## src/rtl/c17_bist_ctrl.sv

```systemverilog
// BIST controller for the ISCAS c17 circuit: walks all 32 input patterns,
// compacts the two responses into an 8-bit MISR and compares with a golden signature.
module c17_bist_ctrl (
    input  logic       clk,
    input  logic       rst_n,
    input  logic       start,
    input  logic       abort,
    input  logic [7:0] exp_sig,
    input  logic       N22,
    input  logic       N23,
    output logic       N1,
    output logic       N2,
    output logic       N3,
    output logic       N6,
    output logic       N7,
    output logic       busy,
    output logic       done,
    output logic       pass,
    output logic [7:0] sig,
    output logic [4:0] pat_idx
);

    typedef enum logic [2:0] {
        IDLE,
        APPLY,
        CAPTURE,
        COMPARE,
        DONE
    } state_t;

    localparam logic [4:0] LAST_PAT = 5'd31;
    localparam logic [7:0] SIG_SEED = 8'hFF;

    state_t     state;
    logic [4:0] stim;

    // Internal-XOR MISR for x^8+x^4+x^3+x^2+1, responses folded into bits 1:0.
    function automatic logic [7:0] misr_next(input logic [7:0] s,
                                             input logic       r22,
                                             input logic       r23);
        logic [7:0] n;
        n[0]   = s[7] ^ r22;
        n[1]   = s[0] ^ r23;
        n[2]   = s[1] ^ s[7];
        n[3]   = s[2] ^ s[7];
        n[4]   = s[3] ^ s[7];
        n[7:5] = s[6:4];
        return n;
    endfunction

    // Stimulus comes straight from a register, so c17 sees glitch-free inputs.
    assign {N1, N2, N3, N6, N7} = stim;

    // NOTE: every register here is assigned with <= so all of them update from
    // the same pre-edge values; a blocking '=' would let later lines see new state.
    always_ff @(posedge clk or negedge rst_n) begin
        if (!rst_n) begin
            state   <= IDLE;
            stim    <= '0;
            busy    <= 1'b0;
            done    <= 1'b0;
            pass    <= 1'b0;
            sig     <= '0;
            pat_idx <= '0;
        end else begin
            case (state)
                IDLE, DONE: begin
                    if (start && abort) begin
                        state <= IDLE;
                        busy  <= 1'b0;
                        done  <= 1'b0;
                        stim  <= '0;
                    end else if (start) begin
                        state   <= APPLY;
                        busy    <= 1'b1;
                        done    <= 1'b0;
                        pass    <= 1'b0;
                        sig     <= SIG_SEED;
                        pat_idx <= '0;
                        stim    <= '0;
                    end
                end

                APPLY: begin
                    if (abort) begin
                        state <= IDLE;
                        busy  <= 1'b0;
                        done  <= 1'b0;
                        pass  <= 1'b0;
                        stim  <= '0;
                    end else begin
                        state <= CAPTURE;
                    end
                end

                // Responses have had a full cycle to settle by the CAPTURE exit edge.
                CAPTURE: begin
                    if (abort) begin
                        state <= IDLE;
                        busy  <= 1'b0;
                        done  <= 1'b0;
                        pass  <= 1'b0;
                        stim  <= '0;
                    end else begin
                        sig <= misr_next(sig, N22, N23);
                        if (pat_idx == LAST_PAT) begin
                            state <= COMPARE;
                            stim  <= '0;
                        end else begin
                            state   <= APPLY;
                            pat_idx <= pat_idx + 5'd1;
                            stim    <= pat_idx + 5'd1;
                        end
                    end
                end

                COMPARE: begin
                    if (abort) begin
                        state <= IDLE;
                        busy  <= 1'b0;
                        done  <= 1'b0;
                        pass  <= 1'b0;
                        stim  <= '0;
                    end else begin
                        state <= DONE;
                        busy  <= 1'b0;
                        done  <= 1'b1;
                        pass  <= (sig == exp_sig);
                    end
                end

                default: begin
                    state <= IDLE;
                    busy  <= 1'b0;
                    done  <= 1'b0;
                    stim  <= '0;
                end
            endcase
        end
    end

endmodule

```

## config.mk

```make
export PLATFORM = sky130hd
export DESIGN_NAME = c17_bist_ctrl
export DESIGN_NICKNAME = d
export VERILOG_FILES = /design/src/rtl/c17_bist_ctrl.sv
export SDC_FILE = /design/constraint.sdc
export NUM_CORES = 1
export LEC_CHECK = 0
export ABC_AREA = 1
export CORE_MARGIN = 2
export CORE_UTILIZATION = 52
export CTS_BUF_LIST = sky130_fd_sc_hd__clkbuf_8
export CTS_CLUSTER_SIZE = 28
export DETAILED_ROUTE_END_ITERATION = 16
export PLACE_DENSITY = 0.85
export SLEW_MARGIN = 30
export SYNTH_ARGS = -nofsm -noshare
export SYNTH_HDL_FRONTEND = slang
export SYNTH_SLANG_ARGS = --single-unit
```

## constraint.sdc

```tcl
create_clock -name clk -period 2.5 [get_ports clk]
set_input_delay 0.375 -clock clk [delete_from_list [all_inputs] [get_ports clk]]
set_output_delay 0.375 -clock clk [all_outputs]
set_load 0.02 [all_outputs]
```

### Word level (Yosys, flattened, before mapping)

Index checks and enable logic that the tools add are counted.

| word-level totals | value |
|---|---|
| bits in registers | 24 |
| bits of input ports | 14 |
| output and inout bits | 21 |

| operators by class | value |
|---|---|
| add/subtract/negate cells | 1 |
| eq/ne operators | 13 |
| mux-type cells | 32 |
| bitwise gates (word level) | 5 |
| reductions and logical operators | 12 |

Operators by type and width:

| operator | number |
|---|---|
| 2-to-1 mux 5 bit | 8 |
| 2-to-1 mux 8 bit | 3 |
| case mux 8 bit (2 select lines) | 1 |
| case mux 5 bit (3 select lines) | 1 |
| case mux 3 bit (4 select lines) | 1 |
| case mux 5 bit (2 select lines) | 1 |
| 2-to-1 mux 3 bit | 3 |
| == test 8 bit | 1 |
| 2-to-1 mux 1 bit | 8 |
| != test 2 bit, second input constant | 4 |
| AND reduction 4 bit | 2 |
| == test 3 x 2 -> 1 bit, second input constant | 2 |
| 2-to-1 mux 2 bit | 3 |
| case mux 1 bit (3 select lines) | 2 |
| OR reduction 2 bit | 3 |
| adder 5 x 1 -> 5 bit, second input constant | 1 |
| == test 5 bit, second input constant | 1 |
| AND reduction 5 bit | 1 |
| XOR 1 bit | 5 |
| != test 2 x 1 -> 1 bit, second input constant | 2 |
| AND reduction 2 bit | 2 |
| == test 3 x 1 -> 1 bit, second input constant | 1 |
| == test 3 bit, second input constant | 1 |
| logical NOT 3 bit | 1 |
| 5 further kinds | 5 |

### Logic depth before layout (Yosys ltp)

| depth | value |
|---|---|
| depth in word-level cells | 4 |
| mapped depth | 9 |
| gate-level depth less buffers | 9 |

### Least setup slack after synthesis

Ideal clock, no wire load.

| path | value |
|---|---|
| path kind | register to register |
| start point | reg pat_idx[0] |
| end point | reg pat_idx[4] |
| arrival | 1.448 ns |
| slack | 0.931 ns |
| stages on the path, launching flop included | 10 |
| path through | dfrtp_1 ha_1 nand2_1 nor2_1 ha_1 inv_1 nor2_1 nor2_1 nand3_1 nand2_1 |

| on the way | value |
|---|---|
| cells in the longest elaborated chain, start to end | 4 |

Ends and longest elaborated chain:

| item | line | RTL |
|---|---|---|
| start, declared | 20 | `output logic [4:0] pat_idx` |
| start signal, assigned | 111 | `pat_idx <= pat_idx + 5'd1;` |
| adder 5 x 1 -> 5 bit | 111 |  |
| 2-to-1 mux 5 bit | 106 | `if (pat_idx == LAST_PAT) begin` |
| 2-to-1 mux 5 bit | 98 | `if (abort) begin` |
| case mux 5 bit (2 select lines) | 66 | `case (state)` |

Several ways; a longest one is shown, not always the timed one. The select of a mux whose other input is x is not followed.
A chain may end at the register's enable or synchronous reset.

### Worst setup path in the final report

| path | value |
|---|---|
| start point | reg sig[7] |
| end point | out sig[7] |

RTL lines:

| item | line | RTL |
|---|---|---|
| start, declared | 19 | `output logic [7:0] sig,` |
| start signal, assigned | 105 | `sig <= misr_next(sig, N22, N23);` |

No word-level cell between the ends.

==> flow_summary.json <==
{
  "status": "complete, no violations",
  "boundaryPins": 35,
  "wirelength_mm": 3.018,
  "h-tree-depth": 1,
  "cap_violations": 0,
  "setup_viol": 0,
  "max_clock_freq_mhz": 545.6,
  "place_hpwl_mm": 2.201,
  "leakage_nw": 0.8733,
  "netlist-cell-type-count": 24,
  "rrSetupSlack_ns": 0.86,
  "reg2reg_depth": 8,
  "rr_startpoint": "pat_idx[0]",
  "ys_async_sr_fraction": 1.000,
  "ir_drop_mv": 0.6077,
  "period_share": 0.7332,
  "nNetsFinal": 217,
  "fin_crit_ns": 1.833,
  "critPathArrivalTime_ns": 1.46,
  "pwr-share-comb": 0.251,
  "slowest_stage": "clkdlybuf4s50_1",
  "startpoint": "sig[7]",
  "ant_nets": 0,
  "synth-edff-count": 0,
  "yosys-top-cells-area": "dfrtp_1 47%, nand2_1 15%, o21ai_0 8.5%",
  "wire_per_inst_um": 13.12,
  "yosysWarningCount": 0,
  "drc": 0,
  "cts_buffers": 3,
  "utilization": 0.7066,
  "worstSetupPathType": "flop to primary output",
  "power.switching_uw": 296.3,
  "syn_avg_cell_area_sq_um": 7.866,
  "dieArea_sq_um": 2895,
  "postCtsSetupBuffers": 0,
  "skew_ns": 0.001718,
  "crit_path_end": "sig[7]",
  "cts_tree": "yes",
  "ys_seq_area_frac": 0.4656,
  "drtIter0Drc": 36,
  "hold_buffers": 0,
  "rsz0062_at_grt": "no",
  "clock_latency_ns": 0.27,
  "synth_nets": 180,
  "layout_setup_ws_ns": 0.6670,
  "p_clk_frac": 0.276,
  "seqCellArea_sq_um": 600.6,
  "end_kind": "primary output",
  "worstPathRequired_ns": 2.12,
  "via_per_inst": 5.161,
  "cpPeakStageDelay_ns": 0.67,
  "synth_cells": 164,
  "antennaDiodeCount": 0,
  "grt_pass1_wl_mm": 5.106,
  "antenna_found_initial": 0,
  "clockRootBuffer": "clkbuf_8",
  "synth.most_common_cell": "nand2_1",
  "area_growth_pct": 32.01,
  "critical-path-top-delay-family": "buffers and inverters",
  "yosys.area.top_type": "dfrtp_1",
  "hp-class": "primary input to asynchronous set/reset pin",
  "syn_area_sq_um": 1290,
  "io_buffers": 34,
  "design.core.area_sq_um": 2410,
  "r2r_end": "pat_idx[3]",
  "ys.flop_type": "dfrtp_1",
  "rows": 18,
  "crit_chain": "clkdlybuf4s50_1",
  "cts_resized": 0,
  "ys_seq_elements": 24,
  "cts_buffer_depth": 2,
  "relSlewSlack": 0.7437,
  "layout-drive-gt1-share": 0.07500,
  "synth_common_cells": "50 x nand2_1, 24 x dfrtp_1, 23 x inv_1",
  "dr_total_vias": 1187,
  "numClockSinks": 24,
  "startpoint_type": "flop",
  "hold_viol_final": 0,
  "pre_cts_ws_ns": 0.6967,
  "dieWidth_um": 53.81,
  "seqPwrFrac": 0.473,
  "overflow": 0,
  "netlist.area_leader.share": 0.4656,
  "setup_tns_ns": 0,
  "multiInputGateArea_sq_um": 565.5,
  "initial_core_util": 0.5353,
  "globalplace.congestion": 0.7565,
  "fillCellCount": 189,
  "critPathMaxFanout": 7,
  "p_per_area_nw_per_um2": 565.6,
  "grt_usage": 0.2496,
  "grt_pass1_vias": 1166,
  "drt_first_pass_iters": 4,
  "intPower_uw": 666.9,
  "cp_num_buf_inv": 1,
  "slew_viol_final": 0,
  "fp.dieH_um": 53.81,
  "tightest_slew_ns": 0.3828,
  "path_depth": 1,
  "grt_max_degree": 25,
  "p_sw_frac": 0.3076,
  "path_clk_slew_ns": 0.08
}
layout by cell type (no fill, tap or decap):
cell type and count:
nand2_1 50, clkdlybuf4s50_1 34, dfrtp_1 24, inv_1 23, o21ai_0 22, nor2_1 11
xor2_1 6, nand3_1 5, clkbuf_8 4, o21ai_1 3, nand2_2 2, nor3_1 2
ha_1 2, a21oi_1 1, nor2_2 1, nand3_4 1, inv_2 1, nor2_4 1
inv_4 1, nor3_4 1, or2_2 1, nand3_2 1, nand4_1 1, o211ai_1 1
buf_4 1
power groups by stage:
stage,registers [mW],clock network [mW],logic (mW)
floorplan,0.486,0,0.105
global placement,0.461,0,0.233
detailed placement,0.463,0,0.238
CTS,0.456,0.265,0.242
global route,0.460,0.284,0.266
finish,0.456,0.266,0.242
worst min path at each step:
stage,startpoint,to,slack [ns],cells past startpoint
3_5_place_dp,stim[3],stim[3],0.47,2
6_report,rst_n,busy,0.45,2
4_1_cts,rst_n,sig[1],0.47,2
2_1_floorplan,rst_n,busy,0.08,0
3_3_place_gp,stim[3],stim[3],0.46,2
5_1_grt,rst_n,sig[3],0.49,2
cells by family (layout without fill, tap and decap cells):
group	after synthesis	count (layout)	share of synthesized area
and+or+nand+nor	77	77	0.2716
xor gates and xnor gates	6	6	0.04074
adders and majority gates	2	2	0.01940
DFF	24	24	0.4656
AOI/OAI and AO/OA	27	27	0.1067
buffers and inverters	28	64	0.09602
registers in the layout, summed over array words and instances, names as in the netlist:
| name | flops |
|---|---|
| pass | 1 |
| done | 1 |
| state | 3 |
| busy | 1 |
| stim | 5 |
| sig | 8 |
| pat_idx | 5 |
metal layers:
metal	vias up	global-route usage	part of all wire
li1	584	-	-
met1	538	0.3137	0.45
met2	55	0.3943	0.46
met3	10	0.06111	0.068
met4	0	0.1325	0.025
met5	-	0	0
stage by stage:
step | area (sq um) | hold WS, ns | instances | total power, mW
floorplan | 1290 | 0.07941 | 164 | 0.5911
CTS | 1703 | 0.4660 | 230 | 0.9638
global route | 1703 | 0.4925 | 230 | 1.011
finish | 1703 | 0.4522 | 230 | 0.9632
global placement | 1648 | 0.4627 | 226 | 0.6942
detailed placement | 1648 | 0.4687 | 226 | 0.7015
final cells by class:
cell class / instances / area share
multi-input combinational: 112 / 0.3321
sequential: 24 / 0.3527
timing repair buffer: 35 / 0.2043
tap: 30 / 0.02204
clock buffer: 4 / 0.03233
inverter: 25 / 0.05658
Note: power is estimated with default switching activity, not from simulation.
